File: src/rtl/axi_lite_pkg.sv
// axi_lite_pkg: shared types and constants for the two-master AXI4-Lite arbiter.
package axi_lite_pkg;
    localparam int ADDR_W_DEF = 4;
    localparam int DATA_W_DEF = 32;
    localparam logic [1:0] RESP_OKAY = 2'b00;
    localparam logic [1:0] RESP_SLVERR = 2'b10;
    typedef enum logic [2:0] {IDLE, RD_ADDR, RD_DATA, WR_ADDR, WR_RESP} arb_state_t;
endpackage

File: src/rtl/arb2_pick.sv
// arb2_pick: two-way grant selection; ARB_FIXED_PRIO_EN makes master 0 win every tie.
module arb2_pick (
    input  logic req0,
    input  logic req1,
    input  logic last_grant,
    output logic grant_next
);
`ifdef ARB_FIXED_PRIO_EN
    logic unused_last;
    assign unused_last = last_grant;
    assign grant_next = req1 & ~req0;
`else
    assign grant_next = (req0 & req1) ? ~last_grant : req1;
`endif
endmodule

File: src/rtl/axi_lite_arb2.sv
// axi_lite_arb2: two-master AXI4-Lite arbiter, one whole transaction per grant.
// ARB_FIXED_PRIO_EN selects fixed priority (master 0) instead of round-robin.
module axi_lite_arb2 import axi_lite_pkg::*; #(
    parameter int ADDR_W = ADDR_W_DEF,
    parameter int DATA_W = DATA_W_DEF
) (
    input  logic              clk,
    input  logic              rstn,
    input  logic [ADDR_W-1:0] m0_araddr,
    input  logic              m0_arvalid,
    output logic              m0_arready,
    output logic [DATA_W-1:0] m0_rdata,
    output logic [1:0]        m0_rresp,
    output logic              m0_rvalid,
    input  logic              m0_rready,
    input  logic [ADDR_W-1:0] m0_awaddr,
    input  logic              m0_awvalid,
    output logic              m0_awready,
    input  logic [DATA_W-1:0] m0_wdata,
    input  logic [3:0]        m0_wstrb,
    input  logic              m0_wvalid,
    output logic              m0_wready,
    output logic [1:0]        m0_bresp,
    output logic              m0_bvalid,
    input  logic              m0_bready,
    input  logic [ADDR_W-1:0] m1_araddr,
    input  logic              m1_arvalid,
    output logic              m1_arready,
    output logic [DATA_W-1:0] m1_rdata,
    output logic [1:0]        m1_rresp,
    output logic              m1_rvalid,
    input  logic              m1_rready,
    input  logic [ADDR_W-1:0] m1_awaddr,
    input  logic              m1_awvalid,
    output logic              m1_awready,
    input  logic [DATA_W-1:0] m1_wdata,
    input  logic [3:0]        m1_wstrb,
    input  logic              m1_wvalid,
    output logic              m1_wready,
    output logic [1:0]        m1_bresp,
    output logic              m1_bvalid,
    input  logic              m1_bready,
    output logic [ADDR_W-1:0] s_axi_araddr,
    output logic              s_axi_arvalid,
    input  logic              s_axi_arready,
    input  logic [DATA_W-1:0] s_axi_rdata,
    input  logic [1:0]        s_axi_rresp,
    input  logic              s_axi_rvalid,
    output logic              s_axi_rready,
    output logic [ADDR_W-1:0] s_axi_awaddr,
    output logic              s_axi_awvalid,
    input  logic              s_axi_awready,
    output logic [DATA_W-1:0] s_axi_wdata,
    output logic [3:0]        s_axi_wstrb,
    output logic              s_axi_wvalid,
    input  logic              s_axi_wready,
    input  logic [1:0]        s_axi_bresp,
    input  logic              s_axi_bvalid,
    output logic              s_axi_bready,
    output logic              grant,
    output logic              busy
);
    arb_state_t state;
    logic aw_done, w_done, last_grant, grant_next, req0, req1, win_wr;
    logic st_ar, st_r, st_aw, st_b, g0, g1;
    logic ar_hs, r_hs, aw_hs, w_hs, b_hs;

    assign req0 = m0_arvalid | m0_awvalid;
    assign req1 = m1_arvalid | m1_awvalid;

    arb2_pick u_pick (.req0, .req1, .last_grant, .grant_next);

    assign win_wr = grant_next ? m1_awvalid : m0_awvalid;
    assign st_ar = state == RD_ADDR;
    assign st_r = state == RD_DATA;
    assign st_aw = state == WR_ADDR;
    assign st_b = state == WR_RESP;
    assign busy = state != IDLE;
    assign g0 = ~grant;
    assign g1 = grant;

    assign s_axi_araddr = grant ? m1_araddr : m0_araddr;
    assign s_axi_awaddr = grant ? m1_awaddr : m0_awaddr;
    assign s_axi_wdata = grant ? m1_wdata : m0_wdata;
    assign s_axi_wstrb = grant ? m1_wstrb : m0_wstrb;
    assign s_axi_arvalid = st_ar & (grant ? m1_arvalid : m0_arvalid);
    assign s_axi_rready = st_r & (grant ? m1_rready : m0_rready);
    // a write channel already accepted is masked so no second beat reaches the slave
    assign s_axi_awvalid = st_aw & ~aw_done & (grant ? m1_awvalid : m0_awvalid);
    assign s_axi_wvalid = st_aw & ~w_done & (grant ? m1_wvalid : m0_wvalid);
    assign s_axi_bready = st_b & (grant ? m1_bready : m0_bready);

    assign ar_hs = s_axi_arvalid & s_axi_arready;
    assign r_hs = s_axi_rvalid & s_axi_rready;
    assign aw_hs = s_axi_awvalid & s_axi_awready;
    assign w_hs = s_axi_wvalid & s_axi_wready;
    assign b_hs = s_axi_bvalid & s_axi_bready;

    assign m0_arready = g0 & st_ar & s_axi_arready;
    assign m0_rvalid = g0 & st_r & s_axi_rvalid;
    assign m0_awready = g0 & st_aw & ~aw_done & s_axi_awready;
    assign m0_wready = g0 & st_aw & ~w_done & s_axi_wready;
    assign m0_bvalid = g0 & st_b & s_axi_bvalid;
    assign m1_arready = g1 & st_ar & s_axi_arready;
    assign m1_rvalid = g1 & st_r & s_axi_rvalid;
    assign m1_awready = g1 & st_aw & ~aw_done & s_axi_awready;
    assign m1_wready = g1 & st_aw & ~w_done & s_axi_wready;
    assign m1_bvalid = g1 & st_b & s_axi_bvalid;
    assign m0_rdata = s_axi_rdata;
    assign m1_rdata = s_axi_rdata;
    assign m0_rresp = s_axi_rresp;
    assign m1_rresp = s_axi_rresp;
    assign m0_bresp = s_axi_bresp;
    assign m1_bresp = s_axi_bresp;

    always_ff @(posedge clk) begin
        if (!rstn) begin
            state <= IDLE;
            grant <= 1'b0;
            aw_done <= 1'b0;
            w_done <= 1'b0;
        end else begin
            case (state)
                IDLE: if (req0 | req1) begin
                    grant <= grant_next;
                    state <= win_wr ? WR_ADDR : RD_ADDR;
                end
                RD_ADDR: if (ar_hs) state <= RD_DATA;
                RD_DATA: if (r_hs) state <= IDLE;
                WR_ADDR: begin
                    aw_done <= aw_done | aw_hs;
                    w_done <= w_done | w_hs;
                    if ((aw_done | aw_hs) & (w_done | w_hs)) state <= WR_RESP;
                end
                WR_RESP: if (b_hs) begin
                    aw_done <= 1'b0;
                    w_done <= 1'b0;
                    state <= IDLE;
                end
                default: state <= IDLE;
            endcase
        end
    end

`ifdef ARB_FIXED_PRIO_EN
    assign last_grant = 1'b1;
`else
    // pointer starts at 1 so master 0 wins the first tie
    always_ff @(posedge clk) begin
        if (!rstn) last_grant <= 1'b1;
        else if (r_hs | b_hs) last_grant <= grant;
    end
`endif
endmodule

File: config.mk
export PLATFORM = sky130hd
export DESIGN_NAME = axi_lite_arb2
export DESIGN_NICKNAME = d
export VERILOG_FILES = /design/src/rtl/axi_lite_pkg.sv /design/src/rtl/arb2_pick.sv /design/src/rtl/axi_lite_arb2.sv
export SDC_FILE = /design/constraint.sdc
export NUM_CORES = 1
export LEC_CHECK = 0
export BUFFER_PORTS_ARGS = -buffer_cell sky130_fd_sc_hd__clkbuf_2
export CAP_MARGIN = 25
export CORE_AREA = 2 2 105 107
export CTS_CLUSTER_DIAMETER = 100
export CTS_CLUSTER_SIZE = 12
export DETAILED_ROUTE_END_ITERATION = 16
export DIE_AREA = 0 0 107 109
export GPL_ROUTABILITY_DRIVEN = 0
export MAX_ROUTING_LAYER = met4
export PLACE_DENSITY = 0.48
export SETUP_SLACK_MARGIN = 0.4
export SLEW_MARGIN = 0
export SYNTH_ARGS = -nofsm -noshare
export SYNTH_HDL_FRONTEND = slang
export SYNTH_SLANG_ARGS = --single-unit
File: constraint.sdc
create_clock -name clk -period 3.6 [get_ports clk]
set_input_delay 0.36 -clock clk [delete_from_list [all_inputs] [get_ports clk]]
set_output_delay 0.36 -clock clk [all_outputs]
set_load 0.005 [all_outputs]
# --- Word level (Yosys, flattened, before mapping) ---
# Index checks and enable logic that the tools add are counted.
classes:
  eq_ne: 9
  mux: 21
  n_bitwise: 46
  n_reduce_logical: 6
ops:
  columns: ["operator", "count"]
  rows:
  - ["bitwise AND 1 bit", 36]
  - ["two-way mux 32 bit", 1]
  - ["two-way mux 3 bit", 5]
  - ["one-hot mux 3 bit (5 select lines)", 1]
  - ["two-way mux 4 bit", 3]
  - ["two-way mux 1 bit", 8]
  - ["inequality test 2 x 1 -> 1 bit, second input constant", 4]
  - ["equality test 3 x 2 -> 1 bit, second input constant", 2]
  - ["bitwise OR 1 bit", 6]
  - ["AND reduction 5 bit", 1]
  - ["NOT 1 bit", 4]
  - ["one-hot mux 1 bit (2 select lines)", 2]
  - ["AND reduction 2 bit", 2]
  - ["equality test 3 x 1 -> 1 bit, second input constant", 1]
  - ["equality test 3 bit, second input constant", 1]
  - ["logical NOT 3 bit", 1]
  - ["nonzero test 3 bit", 1]
  - ["two-way mux 2 bit", 1]
  - ["inequality test 2 bit, second input constant", 1]
  - ["nonzero test 2 bit", 1]
totals:
  reg_bits: 7
  inputBits: 141

# --- Longest topological paths before layout ---
depth:
  depth_word: 8
  depth_mapped: 5

# --- Cells and area by module ---
# A second synthesis with hierarchy kept.
hier_totals:
  hier_cells: 197
  hier_area_um2: 1684.1
by_module_without_submodules:
  columns: ["mod", "n_inst", "cells_per_inst", "area_per_inst_um2", "seq_area_each_um2"]
  rows:
  - ["axi_lite_arb2", 1, 196, 1672.9, 140.1]
  - ["arb2_pick", 1, 1, 11.3, 0.0]

# --- Least setup slack after synthesis ---
# Ideal clock, no wire load.
synth_path:
  path_type: "register to output"
  from: "register grant"
  to: "output port m1_arready"
  arrival_time_ns: 1.154
  required_time_ns: 3.240
  setup_slack_ns: 2.086
  stages_incl_launch_ff: 5
  cell_sequence: "dfxtp_1 > buf_4 > buf_2 > inv_1 > nor4_1"
synth_between:
  elab_chain_cells: 2
synth_lines:
  columns: ["item", "line_no", "source"]
  rows:
  - ["from (decl)", "axi_lite_arb2.sv:60", "output logic grant,"]
  - ["from (signal assigned)", "axi_lite_arb2.sv:125", "grant <= grant_next;"]
  - ["bitwise AND 1 bit (2 in a row)", "axi_lite_arb2.sv:104", "assign m1_arready = g1 & st_ar & s_axi_arready;"]
  - ["to (decl)", "axi_lite_arb2.sv:28", "output logic m1_arready,"]
# Every way passes these cells.

# --- Worst setup path after layout ---
layout_path:
  from: "register grant"
  to: "output port s_axi_wdata[19]"
layout_between:
  elab_chain_cells: 1
layout_lines:
  columns: ["item", "line_no", "source"]
  rows:
  - ["two-way mux 32 bit", "axi_lite_arb2.sv:84", "assign s_axi_wdata = grant ? m1_wdata : m0_wdata;"]
  - ["to (decl)", "axi_lite_arb2.sv:53", "output logic [DATA_W-1:0] s_axi_wdata,"]
# Every way passes these cells.

==> key figures <==
Critical path
  – Flop-to-flop setup slack: approximately 1.6 ns
  – Endpoint class of the critical path: output port
  – WP data required: ~3.2 ns
  – Max FO, Critical Path: 43
  – Startpoint Class: flop
  – Worst reg-to-reg path cell count: 4
  – Critical R2R Launch: grant
  – Arrival @ worst endpoint: just over 2 ns
  – Reg2reg end: state[1]
  – WS Path Type: reg2out

Route
  – Overall routed net length: 6.14 mm
  – Vias: 1661
  – Routed vias/inst: around 3.8
  – DRT Pass-1 Iters: 4
  – Antenna Nets Post-Route: 0
  – # DRC: 0
  – Initial DRC count: 56
  – Routed wire per std cell: approximately 14 um

Min path
  – Hold Path Sink: last_grant
  – Worst Hold Depth: 2
  – Hold Crit Class: in2reg
  – Hold Path Origin: rstn

STA
  – Final worst-path cycle share: between 60% and 70%
  – Min Clock Period, post-route: roughly 2.4 ns
  – Rel. slew slack: between 30% and 40%
  – Sum Neg Setup Slack: 0 ns
  – RSZ-0062 raised after global routing: no
  – Final setup violation count: 0
  – Slew @ Worst Pin: about 0.95 ns
  – F_max: between 400 and 500 MHz
  – Fin. max-slew vios: 0
  – Fin Clk Skew: ~0.0071 ns
  – Final-report hold violation count: 0

Power
  – Leak: around 1.1 nW
  – Worst vdd ir: approximately 0.00011 V
  – PD cells: 309 nW/um2

Layout
  – Fillcell total: approximately 1200
  – Total Nets Final: 434
  – Util after Layout: around a fifth
  – Commonest non-fill, non-tap cell in the layout: clkbuf_2
  – Synth-to-Final Area Change: 27.6%
  – Share of cells above drive strength 1: approximately 75%
  – Most frequent cells in the layout: clkbuf_2 (165), mux2_2 (46), nor2_1 (15)
  – Antenna cells: 0

Synth
  – Main synth FF type: dfxtp_1
  – Mapped Area: 1680 um2
  – Net count after synthesis: about 350
  – YS warnings: 0
  – Post-synth ARST share: 0%
  – Flops & latches, synth: 7
  – Syn Area/Cell: around 8 um2
  – Synth area leaders: buf_4 (33%), mux2_2 (31%), dfxtp_1 (8.4%)
  – Sequential-to-total area share from yosys stat: 8.36%
  – Yosys top cell by area: buf_4
  – Post-synth top area share: 32.7%
  – Yosys cell types: 34
  – Syn Inst Count: between 200 and 250
  – Post-synth EDFFs: 0

Global route
  – Initial antenna violation count: 0
  – Number of global-route vias before repair: 1580
  – GR Util All Layers: roughly a tenth
  – Largest net degree at the start of global routing: 44
  – Grt ovf: 0
  – First-pass GRT wire length: 8.11 mm

Clock network
  – Clock slew at reported path FFs: 0.04 ns
  – CTS Hold Bufs: 0
  – Post-CTS sizing: 0
  – # Post-CTS Setup Buffers: 0
  – H-tree depth: 1
  – TritonCTS Buffers: 3
  – Clock tree buffer depth: 2
  – CTS tree: done
  – Root buffer cell: clkbuf_8
  – Clock Sinks: 7
  – Clock Latency Late Sink: ~0.23 ns

Run status
  – Outcome: finished clean

Die
  – Die X: roughly 110 um
  – Die Span Y: 109 um
  – Initial core utilization: around 16%
  – DIE AREA: 11700 um2
  – Core area: between 10000 and 15000 um2
  – Row cnt: 38
  – IO Pins: approximately 270

Run
  – MaxCap Viol Count: 0

Placement
  – Detailed Place HPWL: 5.48 mm
  – IO buf count: about 170
-- final cells by class --
| type | count | area, um2 | area share, % |
|---|---|---|---|
| multi-input cells | 114 | 941 | 44.0 |
| repair buffers | 166 | 833 | 38.9 |
| well taps | 140 | 175 | 8.19 |
| flip-flops and latches | 7 | 141 | 6.61 |
| clock buffers | 4 | 45.0 | 2.11 |
| inverters | 1 | 3.75 | 0.175 |
-- logic make-up (layout without fill, tap and decap cells) --
| family | after synthesis | in the layout | synth area share, % |
|---|---|---|---|
| buffers and inverters | 83 | 171 | 35.5 |
| muxes | 51 | 51 | 33.9 |
| and+or+nand+nor | 47 | 47 | 14.9 |
| AOI/OAI and AO/OA | 16 | 16 | 7.39 |
| DFF | 7 | 7 | 8.36 |
-- worst max path at each step --
| stage | from | to | depth (start not counted) |
|---|---|---|---|
| 3_3_place_gp | grant | s_axi_araddr[2] | 3 |
| 6_report | grant | s_axi_wdata[19] | 3 |
| 2_1_floorplan | grant | m1_arready | 4 |
| 5_1_grt | grant | s_axi_wdata[19] | 3 |
| 3_5_place_dp | grant | s_axi_wdata[19] | 3 |
| 4_1_cts | grant | s_axi_wdata[19] | 3 |
-- critical path: stages, from the launching register on --
cell and delay (ns):
dfxtp_2 0.93, buf_4 0.38, mux2_2 0.37, clkbuf_2 0.12
-- routing by layer --
layer	vias to the layer above	GRT usage, %	routed length [um]
met3	20	4.60	747
met5	-	-	0
met1	721	12.3	2770
met4	0	2.50	103
li1	807	-	-
met2	113	13.2	2530
-- power breakdown --
group	internal [mW]	leakage (nW)	switching [mW]	total [mW]
sequential	0.0927	0.0576	0.0577	0.150
combinational	0.229	0.999	0.173	0.402
clock	0.0765	0.0228	0.0323	0.109
-- state kept, by name (all words and copies together), names as in the netlist --
signal / count
aw_done: 1
w_done: 1
grant: 1
state: 3
last_grant: 1
-- metrics by stage --
step / hold slack (ns) / power, mW / instance area (um2) / instances / setup WS [ns]
global placement: 0.515 / 0.553 / 2090 / 428 / 1.46
global route: 0.439 / 0.712 / 2140 / 432 / 1.07
finish: 0.422 / 0.661 / 2140 / 432 / 1.19
floorplan: 0.470 / 0.429 / 1680 / 204 / 2.09
detailed placement: 0.532 / 0.558 / 2090 / 428 / 1.39
CTS: 0.430 / 0.670 / 2140 / 432 / 1.15
-- synthesized netlist by cell type, drive strengths merged, types with 2 or more instances --
library cell,n
buf,81
mux2,46
nor2,15
nand2,10
dfxtp,7
and2,5
mux2i,5
o21ai,4
nor4,3
a21oi,2
nand3b,2
nand4bb,2
nor2b,2
o2bb2ai,2
No activity file was read; power rests on OpenSTA's default activity.
